`config.mk`:
```
export PLATFORM = sky130hd
export DESIGN_NAME = mux_scan_sequencer
export DESIGN_NICKNAME = d
export VERILOG_FILES = /design/src/rtl/mux_scan_sequencer.sv
export SDC_FILE = /design/constraint.sdc
export NUM_CORES = 1
export LEC_CHECK = 0
export CAP_MARGIN = 20
export CORE_MARGIN = 5
export CORE_UTILIZATION = 35
export CTS_BUF_LIST = sky130_fd_sc_hd__clkbuf_8
export CTS_CLUSTER_SIZE = 12
export DETAILED_ROUTE_END_ITERATION = 12
export GPL_TIMING_DRIVEN = 0
export PLACE_DENSITY_LB_ADDON = 0.25
export SLEW_MARGIN = 40
export SYNTH_ARGS = -nofsm -noshare
export SYNTH_HDL_FRONTEND = slang
export SYNTH_SLANG_ARGS = --single-unit
```
`constraint.sdc`:
```
create_clock -name Clk -period 2.86 [get_ports Clk]
set_input_delay 0.286 -clock Clk [delete_from_list [all_inputs] [get_ports Clk]]
set_output_delay 0.286 -clock Clk [all_outputs]
set_load 0.01 [all_outputs]
```
`src/rtl/mux_scan_sequencer.sv`:
```
// mux_scan_sequencer
// Upstream control stage for a 4:1 single-bit multiplexer. Steps the S1/S0
// select lines through the enabled channels in ascending order. Each channel
// is held for DWELL cycles, and MuxOut is sampled on the last edge of that
// window. The samples are assembled into a 4-bit frame, which is handed
// downstream over a valid/ready handshake. Single-shot and continuous
// scanning are supported.
//
// Optional build macro MUX_SCAN_PARITY_EN adds the FrameParity output
// (XOR of Frame), which is registered and held together with Frame.

module mux_scan_sequencer #(
   parameter int         DWELL   = 2,
   parameter logic [3:0] CH_MASK = 4'b1111
) (
   input  logic       Clk,
   input  logic       Rst_n,
   input  logic       Start,
   input  logic       Stop,
   input  logic       Cont,
   input  logic       MuxOut,
   output logic       S1,
   output logic       S0,
   output logic [3:0] Frame,
   output logic       FrameValid,
   input  logic       FrameReady,
`ifdef MUX_SCAN_PARITY_EN
   output logic       FrameParity,
`endif
   output logic       Busy
);

   typedef enum logic [1:0] {
      ST_IDLE   = 2'd0,
      ST_SETTLE = 2'd1,
      ST_VALID  = 2'd2
   } state_t;

   // Lowest enabled channel of a mask (0 when the mask is empty).
   function automatic logic [1:0] first_channel(input logic [3:0] mask);
      logic [1:0] ch;
      ch = 2'd0;
      for (int i = 3; i >= 0; i--) begin
         if (mask[i]) begin
            ch = 2'(i);
         end else begin
            ch = ch;
         end
      end
      return ch;
   endfunction

   // Next enabled channel strictly above cur (returns cur if there is none).
   function automatic logic [1:0] next_channel(input logic [3:0] mask, input logic [1:0] cur);
      logic [1:0] ch;
      ch = cur;
      for (int i = 3; i >= 0; i--) begin
         if (mask[i] && (i > int'(cur))) begin
            ch = 2'(i);
         end else begin
            ch = ch;
         end
      end
      return ch;
   endfunction

   // True when some enabled channel lies above cur.
   function automatic logic has_next_channel(input logic [3:0] mask, input logic [1:0] cur);
      logic found;
      found = 1'b0;
      for (int i = 0; i < 4; i++) begin
         if (mask[i] && (i > int'(cur))) begin
            found = 1'b1;
         end else begin
            found = found;
         end
      end
      return found;
   endfunction

   // Even parity helper: XOR of the four frame bits.
   function automatic logic parity4(input logic [3:0] d);
      return ^d;
   endfunction

   localparam logic [7:0] DWELL_RELOAD = 8'(DWELL - 1);
   localparam logic [1:0] FIRST_CH     = first_channel(CH_MASK);
   localparam logic       MASK_EMPTY   = (CH_MASK == 4'b0000);

   state_t     state_r, state_s;
   logic [1:0] sel_r, sel_s;
   logic [7:0] cnt_r, cnt_s;
   logic [3:0] shadow_r, shadow_s;
   logic [3:0] frame_r, frame_s;
   logic       valid_r, valid_s;
   logic       busy_r, busy_s;
   logic       parity_r;
   logic [3:0] sample_s;

   // Shadow register with the current channel's bit replaced by the live MuxOut.
   always_comb begin
      sample_s         = shadow_r;
      sample_s[sel_r]  = MuxOut;
   end

   // Next-state and next-output logic of the scan FSM.
   always_comb begin
      state_s  = state_r;
      sel_s    = sel_r;
      cnt_s    = cnt_r;
      shadow_s = shadow_r;
      frame_s  = frame_r;
      valid_s  = valid_r;
      case (state_r)
         ST_IDLE: begin
            sel_s   = 2'b00;
            valid_s = 1'b0;
            if (Start && !Stop) begin
               if (MASK_EMPTY) begin
                  state_s = ST_VALID;
                  frame_s = 4'b0000;
                  valid_s = 1'b1;
               end else begin
                  state_s  = ST_SETTLE;
                  sel_s    = FIRST_CH;
                  cnt_s    = DWELL_RELOAD;
                  shadow_s = 4'b0000;
               end
            end else begin
               state_s = ST_IDLE;
            end
         end
         ST_SETTLE: begin
            if (Stop) begin
               state_s = ST_IDLE;
               sel_s   = 2'b00;
               cnt_s   = 8'd0;
               valid_s = 1'b0;
            end else if (cnt_r != 8'd0) begin
               cnt_s = cnt_r - 8'd1;
            end else begin
               shadow_s = sample_s;
               if (has_next_channel(CH_MASK, sel_r)) begin
                  sel_s = next_channel(CH_MASK, sel_r);
                  cnt_s = DWELL_RELOAD;
               end else begin
                  frame_s = sample_s;
                  valid_s = 1'b1;
                  state_s = ST_VALID;
               end
            end
         end
         ST_VALID: begin
            if (Stop) begin
               state_s = ST_IDLE;
               sel_s   = 2'b00;
               cnt_s   = 8'd0;
               valid_s = 1'b0;
            end else if (FrameReady) begin
               valid_s = 1'b0;
               if (Cont) begin
                  if (MASK_EMPTY) begin
                     // An empty mask completes a new (all-zero) frame immediately.
                     frame_s = 4'b0000;
                     valid_s = 1'b1;
                  end else begin
                     state_s  = ST_SETTLE;
                     sel_s    = FIRST_CH;
                     cnt_s    = DWELL_RELOAD;
                     shadow_s = 4'b0000;
                  end
               end else begin
                  state_s = ST_IDLE;
                  sel_s   = 2'b00;
               end
            end else begin
               valid_s = 1'b1;
            end
         end
         default: begin
            state_s  = ST_IDLE;
            sel_s    = 2'b00;
            cnt_s    = 8'd0;
            shadow_s = 4'b0000;
            valid_s  = 1'b0;
         end
      endcase
      busy_s = (state_s != ST_IDLE);
   end

   // State and output registers; reset discards any scan or pending frame.
   always_ff @(posedge Clk or negedge Rst_n) begin
      if (!Rst_n) begin
         state_r  <= ST_IDLE;
         sel_r    <= 2'b00;
         cnt_r    <= 8'd0;
         shadow_r <= 4'b0000;
         frame_r  <= 4'b0000;
         valid_r  <= 1'b0;
         busy_r   <= 1'b0;
         parity_r <= 1'b0;
      end else begin
         state_r  <= state_s;
         sel_r    <= sel_s;
         cnt_r    <= cnt_s;
         shadow_r <= shadow_s;
         frame_r  <= frame_s;
         valid_r  <= valid_s;
         busy_r   <= busy_s;
         parity_r <= parity4(frame_s);
      end
   end

   assign S1         = sel_r[1];
   assign S0         = sel_r[0];
   assign Frame      = frame_r;
   assign FrameValid = valid_r;
   assign Busy       = busy_r;

`ifdef MUX_SCAN_PARITY_EN
   assign FrameParity = parity_r;
`else
   // Parity register has no consumer in this build; it is optimised away.
   logic unused_parity_s;
   assign unused_parity_s = parity_r;
`endif

endmodule

```
==> summary.md <==
| Metric | Value |
|---|---|
| # DRC | `0` |
| Share of layout cells above drive strength 1 | `about a tenth` |
| Antenna violations before repair | `0` |
| Fin crit period | `approximately 2.5 ns` |
| Most area-hungry cell type in the Yosys netlist | `dfrtp_1` |
| Largest net degree at the start of global routing | `22` |
| Clk_skew | `~0.0025 ns` |
| VDD IR max | `between 0.0001 and 0.00015 V` |
| Detailed placer's ending HPWL | `roughly 2.2 mm` |
| GPL Wtd Cong | `~0.81` |
| # Max-Cap Violations | `0` |
| Status | `finished, final reports clean` |
| Die Height | `approximately 71 um` |
| Unrepaired setup endpoints after global routing | `false` |
| Most frequent cells in the layout | `21 x dfrtp_1, 21 x nand2_1, 13 x clkdlybuf4s50_1, 9 x inv_1` |
| H-tree levels | `1` |
| Post-Layout Cell Count | `210` |
| Fin nets | `~180` |
| Max Freq | `slightly above 400 MHz` |
| Die Width | `71.18 um` |
| Initial Util | `a little over a third` |
| Hold path depth | `2` |
| Setup violations, final | `0` |
| CP endpoint kind | `flip-flop` |
| Top_reg_cell synth | `dfrtp_1` |
| Post-synth ARST share | `100.0%` |
| Startpoint Class | `flip-flop` |
| CTS Buf Count | `3` |
| Post-Place Setup Slack | `roughly 0.43 ns` |
| I/O pins | `15` |
| Logic gate share of total power | `22.3%` |
| Root buffer cell | `clkbuf_8` |
| Post-route ant nets | `0` |
| Final setup margin | `~0.41 ns` |
| GRT Residual Overflow | `0` |
| Placed cell count | `205` |
| P&R area growth vs syn | `19.20%` |
| Critical path arrival | `roughly 2.6 ns` |
| Syn Area/Cell | `just over 9 sq um` |
| Pwr Density | `424.6 nW/um^2` |
| Critical path fanouts, max | `9` |
| Via density | `5.452` |
| First-pass GRT wire length | `about 4.9 mm` |
| Post-Synthesis Cell Area | `1310 sq um` |
| Post-synth EDFFs | `0` |
| Via count | `about 1.1k` |
| Initial DRT Pass Iterations | `4` |
| Cell count after synthesis | `143` |
| Slew Limit Fails | `0` |
| Row count | `22` |
| Synth top area cells | `dfrtp_1 40%, nand2_1 6.0%, ha_1 5.7%, o21ai_0 3.1%, nor2b_1 2.9%` |
| Post-synthesis sequential area ratio | `40.11%` |
| Switching power | `a little under 0.2 mW` |
| Worst-Margin Slew | `0.4755 ns` |
| Clock share of power | `between 20% and 30%` |
| CTS Buffer Depth | `2` |
| Internal | `between 0.4 and 0.5 mW` |
| Crit path kind | `reg -> reg` |
| Worst R2R Path Depth | `8` |
| Sum of negative setup slack | `0 ns` |
| # Post-CTS Setup Buffers | `0` |
| Vias in the first global route | `1099` |
| CTS Sinks | `21` |
| Synth unique cells | `40` |
| Core area | `about 3600 sq um` |
| Port Buf Inserts | `14` |
| Drt initial violations | `40` |
| WL/cell | `between 10 and 15 um` |
| Ys Warns | `0` |
| Worst slew margin | `between 60% and 70%` |
| Yosys top cell area share | `40.11%` |
| Worst hold path class | `reg -> reg` |
| P_leak | `0.6800 nW` |
| Sw Share | `~30%` |
| Post-CTS Resized | `0` |
| Fin. Hold Viols | `0` |
| Final wirelength | `~2.9 mm` |
| Worst EP required | `between 3 and 4 ns` |
| Die Area | `5067 sq um` |
| Register share of total power | `roughly 48%` |
| # diodes | `0` |
| Mapped Nets | `~160` |
| CTS tree | `built` |
| Clock-pin transition on the worst setup and hold timing paths | `0.08 ns` |
| Global-route usage over all layers | `12.04%` |
| Fin crit share | `a little under nine tenths` |
| Register bit total from synthesis | `21` |
| Latest clock arrival within the worst-skew pair | `0.26 ns` |
per-layer routing:
| metal | vias up | track usage [%] | part of all wire [%] |
|---|---|---|---|
| met5 | - | 0 | 0 |
| met1 | 550 | 15.64 | 48 |
| li1 | 561 | - | - |
| met4 | 0 | 5.637 | 2.2 |
| met3 | 7 | 2.131 | 3.3 |
| met2 | 27 | 19.29 | 47 |
through the flow:
step	power [mW]	util [%]	instance area [sq um]	hold slack (ns)
2_1_floorplan	0.4262	-	1310	-0.009591
3_3_place_gp	0.4684	41.56	1510	0.4516
3_5_place_dp	0.4715	41.43	1505	0.2803
4_1_cts	0.6705	42.98	1562	0.4790
5_1_grt	0.7028	42.98	1562	0.4958
6_report	0.6630	42.98	1562	0.4679
synthesized netlist by cell type, drive strengths merged (2+ instances only):
| cell type | instances |
|---|---|
| a211oi | 3 |
| a21oi | 5 |
| a221o | 3 |
| a221oi | 2 |
| a22o | 2 |
| a32o | 2 |
| buf | 4 |
| clkbuf | 3 |
| dfrtp | 21 |
| ha | 6 |
| inv | 9 |
| nand2 | 21 |
| nand2b | 5 |
| nand4 | 2 |
| nor2 | 8 |
| nor2b | 6 |
| nor3 | 4 |
| o21ai | 10 |
| o41ai | 4 |
| or3 | 3 |
| or3b | 2 |
| or4 | 4 |
critical path, stage by stage (launching register included):
cell,delay [ns]
dfrtp_1,0.40
inv_1,0.14
ha_1,0.16
buf_2,0.16
or3b_2,0.49
o21ba_2,0.25
clkbuf_1,0.32
o21ai_1,0.15
o32ai_1,0.28
power groups by stage:
stage	Sequential [mW]	Clock [mW]	Combinational, mW
2_1_floorplan	0.323	0	0.103
5_1_grt	0.321	0.214	0.167
6_report	0.319	0.196	0.148
3_3_place_gp	0.325	0	0.144
4_1_cts	0.319	0.202	0.149
3_5_place_dp	0.325	0	0.146
cell families after synthesis:
kind of cell	count (synthesis)	synth area share (%)
muxes	1	0.8595
adders and majority gates	6	5.731
DFF	21	40.11
and+or+nand+nor	59	24.55
AOI/OAI and AO/OA	40	22.83
buffers and inverters	16	5.921
registers in the layout, indices dropped and copies added (netlist names):
register    flops
state_r         2
shadow_r        3
sel_r           2
Busy            1
FrameValid      1
Frame           4
cnt_r           8
final cells by class:
class | count | area (sq um)
flip-flops and latches | 21 | 525.5
clock buffers | 3 | 41.29
repair buffers | 15 | 145.1
plain buffers | 7 | 43.79
well taps | 48 | 60.06
inverters | 9 | 33.78
fillers | 383 | 2072
multi-input cells | 106 | 706.9
clock inverters | 1 | 5.005
worst paths after layout:
kind                       startpoint        to  slack, ns
setup / recovery           state_r[1]  cnt_r[5]       0.41
hold / removal               Frame[1]  Frame[1]       0.47
setup reg to reg           state_r[1]  cnt_r[5]       0.41
hold reg to reg              Frame[1]  Frame[1]       0.47
max in group asynchronous       Rst_n      Busy       2.03
min in group asynchronous       Rst_n  cnt_r[7]       0.51
timing repair:
| item | CTS | global route |
|---|---|---|
| hold buffers | 1 | 0 |
| setup endpoints to repair | 0 | 0 |
| hold endpoints to repair | 21 | 0 |
Note: power is estimated with default switching activity, not from simulation.
